--- src/rtl/step_sequencer.sv ---
//------------------------------------------------------------------------------
// step_sequencer
//
// Walks a 4-entry table of {index, dwell} entries. Each step is held for
// dwell+1 cycles. After the last step the sequencer either wraps to step 0
// (loop_en=1) or returns to IDLE with a one-cycle done pulse. The table is
// writable only while IDLE and reloads its defaults on reset.
//
// Ports
//   clk        in   clock, rising-edge
//   rst_n      in   asynchronous active-low reset
//   start      in   run request (accepted in IDLE when stop is low)
//   stop       in   abort request (wins over start and over any advance)
//   loop_en    in   wrap from last step to step 0, sampled at last-step expiry
//   cfg_we     in   table write strobe (IDLE only)
//   cfg_addr   in   table entry select
//   cfg_index  in   index value for the selected entry
//   cfg_dwell  in   dwell value for the selected entry
//   step       out  current step pointer
//   index      out  index value of the current step
//   step_valid out  one-cycle pulse on each step entry
//   busy       out  high while in RUN
//   done       out  one-cycle pulse on normal completion
//------------------------------------------------------------------------------
`timescale 1ns/1ps
module step_sequencer #(
    parameter int NSTEP = 4,
    parameter int DW    = 8
) (
    input  logic          clk,
    input  logic          rst_n,
    input  logic          start,
    input  logic          stop,
    input  logic          loop_en,
    input  logic          cfg_we,
    input  logic [1:0]    cfg_addr,
    input  logic [3:0]    cfg_index,
    input  logic [DW-1:0] cfg_dwell,
    output logic [1:0]    step,
    output logic [3:0]    index,
    output logic          step_valid,
    output logic          busy,
    output logic          done
);

    typedef enum logic {IDLE = 1'b0, RUN = 1'b1} state_t;

    state_t        state_q;
    logic [1:0]    step_q;
    logic [3:0]    index_q;
    logic          step_valid_q;
    logic          busy_q;
    logic          done_q;
    logic [DW-1:0] cnt_q;
    logic [3:0]    tbl_index_q [NSTEP];
    logic [DW-1:0] tbl_dwell_q [NSTEP];

    logic [1:0]    step_d;

    assign step_d = step_q + 2'd1;

    always_ff @(posedge clk or negedge rst_n) begin
        if (!rst_n) begin
            state_q        <= IDLE;
            step_q         <= 2'd0;
            index_q        <= 4'd0;
            step_valid_q   <= 1'b0;
            busy_q         <= 1'b0;
            done_q         <= 1'b0;
            cnt_q          <= '0;
            tbl_index_q[0] <= 4'd5;
            tbl_index_q[1] <= 4'd12;
            tbl_index_q[2] <= 4'd7;
            tbl_index_q[3] <= 4'd0;
            for (int i = 0; i < NSTEP; i++) begin
                tbl_dwell_q[i] <= '0;
            end
        end else begin
            // Both pulses default low; only the transitions below raise them.
            step_valid_q <= 1'b0;
            done_q       <= 1'b0;
            case (state_q)
                IDLE: begin
                    if (cfg_we) begin
                        tbl_index_q[cfg_addr] <= cfg_index;
                        tbl_dwell_q[cfg_addr] <= cfg_dwell;
                    end
                    if (start && !stop) begin
                        state_q      <= RUN;
                        busy_q       <= 1'b1;
                        step_q       <= 2'd0;
                        index_q      <= tbl_index_q[0];
                        step_valid_q <= 1'b1;
                        cnt_q        <= tbl_dwell_q[0];
                    end
                end
                RUN: begin
                    if (stop) begin
                        state_q <= IDLE;
                        busy_q  <= 1'b0;
                    end else if (cnt_q != '0) begin
                        cnt_q <= cnt_q - DW'(1);
                    end else if (step_q != 2'(NSTEP - 1)) begin
                        step_q       <= step_d;
                        index_q      <= tbl_index_q[step_d];
                        step_valid_q <= 1'b1;
                        cnt_q        <= tbl_dwell_q[step_d];
                    end else if (loop_en) begin
                        step_q       <= 2'd0;
                        index_q      <= tbl_index_q[0];
                        step_valid_q <= 1'b1;
                        cnt_q        <= tbl_dwell_q[0];
                    end else begin
                        // Normal completion: step/index keep their last values.
                        state_q <= IDLE;
                        busy_q  <= 1'b0;
                        done_q  <= 1'b1;
                    end
                end
                default: begin
                    state_q <= IDLE;
                    busy_q  <= 1'b0;
                end
            endcase
        end
    end

    assign step       = step_q;
    assign index      = index_q;
    assign step_valid = step_valid_q;
    assign busy       = busy_q;
    assign done       = done_q;

endmodule

--- config.mk ---
export PLATFORM = sky130hd
export DESIGN_NAME = step_sequencer
export DESIGN_NICKNAME = d
export VERILOG_FILES = /design/src/rtl/step_sequencer.sv
export SDC_FILE = /design/constraint.sdc
export NUM_CORES = 1
export LEC_CHECK = 0
export ABC_AREA = 1
export CORE_MARGIN = 4
export CORE_UTILIZATION = 30
export CTS_CLUSTER_SIZE = 8
export DETAILED_ROUTE_END_ITERATION = 10
export GPL_ROUTABILITY_DRIVEN = 0
export HOLD_SLACK_MARGIN = 0.15
export MAX_ROUTING_LAYER = met4
export PLACE_DENSITY = 0.59
export SYNTH_ARGS = -nofsm -noshare
export SYNTH_HDL_FRONTEND = slang
export SYNTH_SLANG_ARGS = --single-unit
--- constraint.sdc ---
create_clock -name clk -period 2 [get_ports clk]
set_input_delay 0.5 -clock clk [delete_from_list [all_inputs] [get_ports clk]]
set_output_delay 0.5 -clock clk [all_outputs]
set_load 0.03 [all_outputs]
==> out/metrics.json <==
{
  "critical_path": {
    "timing.critical_path.buf_inv": 1,
    "critical-path-top-delay-family": "buffers and inverters",
    "startpoint_type": "register",
    "cp.depth": 1,
    "worstSetupPathType": "register to output port",
    "endpoint_kind": "output port",
    "cp.arrival_ns": 1.41,
    "path_max_fanout": 3,
    "crit_path_top_delay_cell": "clkdlybuf4s50_1",
    "timing.critical_path.slowest_cell_delay_ns": 0.70,
    "worst_ep_required_time_ns": 1.50,
    "crit_chain": "clkdlybuf4s50_1",
    "timing.reg2reg.worst_path_depth": 9
  },
  "status": {
    "run_status": "finished clean"
  },
  "min_path": {
    "hp-class": "input port to async pin"
  },
  "logic_synthesis": {
    "yosys_most_used_dff": "dfrtp_1",
    "synth_enable_flop_cells": 0,
    "synthesis.area_per_instance_um2": 7.72,
    "synth.ff_latch_count": 66,
    "postSynth.asyncResetShare_pct": 100,
    "synth_cell_type_count": 30,
    "ys.warnings.count": 0,
    "synthesis.instances": 444,
    "syn_nets": 467,
    "mappedNetlistArea_um2": 3430,
    "seq_area_frac_synth_pct": 48.4
  },
  "clock_tree": {
    "ctsHoldBuffers": 0,
    "worstSkewPairLatency_ns": 0.32,
    "numClockSinks": 66,
    "cell_at_the_root_of_the_clock_tree": "clkbuf_16",
    "post_cts.resized_instances": 0,
    "cts_tree": "done",
    "post-cts-setup-buffers": 0,
    "clock_tree.htree_level_count": 3,
    "cts_made_buffers": 9,
    "cts-root-to-sink-buffers": 2,
    "cts.clk_slew.worst_paths_ns": 0.05
  },
  "sta": {
    "max-slew-margin-rel_pct": 69.8,
    "maxClockFrequency_mhz": 523,
    "min_period_over_period_pct": 95.6,
    "slew_violations": 0,
    "timing_worst_slew_pin_value_ns": 0.453,
    "rsz_0062_raised_after_global_routing": "false",
    "timing_hold_violations_final": 0,
    "worst_clock_skew_ns": 0.00284,
    "finalWorstPathRequiredPeriod_ns": 1.91,
    "fin_tns_setup_ns": 0,
    "setup_viol_count_final": 0
  },
  "power": {
    "total_leakage_power_uw": 0.00203,
    "max-vdd-ir-drop_uv": 385,
    "power-per-cell-area_nw_per_um2": 1050
  },
  "global_route": {
    "gr-total-overflow": 0,
    "global_route.usage.total_pct": 13.7,
    "first_pass_grt_wire_length_um": 13900,
    "grt_antenna_before_repair": 0,
    "grt_max_degree": 67,
    "grt_pass1_vias": 2791
  },
  "drt": {
    "antenna_violating_nets_post_route": 0,
    "vias_after_detailed_routing": 2878,
    "drt_pass1_iterations": 5,
    "routed_wirelength_um": 8000,
    "routed_via_density": 4.61,
    "drc": 0,
    "drt_iter0_drc": 248,
    "wl_per_cell_um": 12.8
  },
  "die": {
    "die_width_um": 115,
    "fp-row-count": 38,
    "floorplan.initialDensity_pct": 31.1,
    "placeable_area_um2": 11000,
    "dieArea_um2": 13200,
    "die_h_um": 115,
    "count_of_pins_on_the_block_boundary": 29
  },
  "layout": {
    "area_delta_synth_final_pct": 22.0,
    "finalInstanceArea_um2": 4180,
    "fin_nets": 502,
    "insertedDiodeCount": 0,
    "post_route_cells_drive_above_1_share_pct": 12.0
  },
  "placement": {
    "placed_cell_area_um2": 3880,
    "dp_hpwl_um": 5630,
    "place.port_buffers": 28
  },
  "run": {
    "max-cap-violations": 0
  }
}
area by class of cell:
type	instances	area, um2
Clock inverter	2	37.5
Timing Repair Buffer	40	388
Tap cell	140	175
Clock buffer	14	264
Inverter	52	195
Sequential cell	66	1660
Multi-Input combinational cell	310	1460
Fill cell	1138	6850
routing by layer:
metal	wire, um	track usage (%)	part of all wire [%]	up-vias
li1	-	-	-	1477
met1	4080	19.3	51	1323
met2	3440	19.3	43	66
met3	339	2.47	4.2	12
met4	146	5.63	1.8	0
met5	0	-	0	-
placed cells by master (no fill, tap or decap), types with 2 or more instances in the layout:
cell / Yosys / layout
nand2_1: 129 / 129
inv_2: 5 / 5
ha_1: 3 / 3
clkbuf_1: 3 / 3
buf_4: 1 / 11
a21oi_1: 14 / 14
clkbuf_8: 0 / 2
nand3_2: 5 / 5
nor2_4: 2 / 2
nand2_4: 3 / 3
o21ai_0: 60 / 60
dfstp_2: 7 / 7
nor3_1: 2 / 2
clkbuf_16: 0 / 9
buf_12: 0 / 2
nand4_1: 2 / 2
o21ai_1: 10 / 10
nor2_1: 44 / 44
dfrtp_1: 59 / 59
clkdlybuf4s50_1: 0 / 26
nand2_2: 4 / 4
nand3_1: 24 / 24
nor2_2: 2 / 2
inv_1: 47 / 47
Yosys cell counts (2+ instances only):
cell | n | area [um2]
nor3_1 | 2 | 10.0
nand3_2 | 5 | 50.1
nand2_4 | 3 | 33.8
dfstp_2 | 7 | 184
dfrtp_1 | 59 | 1480
nand4_1 | 2 | 12.5
a21oi_1 | 14 | 70.1
nor2_2 | 2 | 12.5
inv_1 | 47 | 176
nor2_4 | 2 | 22.5
o21ai_1 | 10 | 50.1
o21ai_0 | 60 | 300
nand2_2 | 4 | 25.0
nor2_1 | 44 | 165
ha_1 | 3 | 37.5
inv_2 | 5 | 18.8
buf_6 | 3 | 33.8
nand3_1 | 24 | 120
clkbuf_1 | 3 | 11.3
buf_2 | 7 | 35.0
nand2_1 | 129 | 484
registers in the layout, summed over array words and instances (netlist names):
name	count
done	1
tbl_dwell_q	32
cnt_q	8
state_q	1
index	4
tbl_index_q	16
step	2
step_valid	1
busy	1
per-stage QoR:
step / hold WS, ns / util [%] / setup slack (ns) / std cells / power, uW
2_1_floorplan: 0.204 / - / 0.296 / 444 / 2520
3_3_place_gp: 0.460 / 35.2 / 0.252 / 608 / 2840
3_5_place_dp: 0.462 / 35.2 / 0.214 / 608 / 2870
4_1_cts: 0.204 / 37.9 / 0.0748 / 624 / 4460
5_1_grt: 0.204 / 37.9 / 0.0339 / 624 / 4720
6_report: 0.168 / 37.9 / 0.0885 / 624 / 4410
kinds of logic (layout without fill, tap and decap cells):
group | Yosys count | after routing | share of synthesized area, %
and+or+nand+nor | 218 | 218 | 27.9
AOI/OAI and AO/OA | 88 | 88 | 13.5
buffers and inverters | 68 | 108 | 8.90
DFF | 66 | 66 | 48.4
adders and majority gates | 3 | 3 | 1.09
xor gates and xnor gates | 1 | 1 | 0.255
power breakdown:
| part | internal, uW | switching (uW) |
|---|---|---|
| combinational | 406 | 657 |
| sequential | 1610 | 171 |
| clock | 1030 | 534 |
| total | 3050 | 1360 |
path summary, 6_finish.rpt:
path                                  from  slack [ns]               to
min                                  rst_n        0.17          state_q
max                                step[1]        0.09          step[1]
max reg2reg                        step[0]        0.21         cnt_q[5]
min reg2reg                tbl_index_q[11]        0.47  tbl_index_q[11]
min in group clk           tbl_index_q[11]        0.47  tbl_index_q[11]
max in group asynchronous            rst_n        1.48  tbl_index_q[14]
Power figures use the tool's default switching activity.
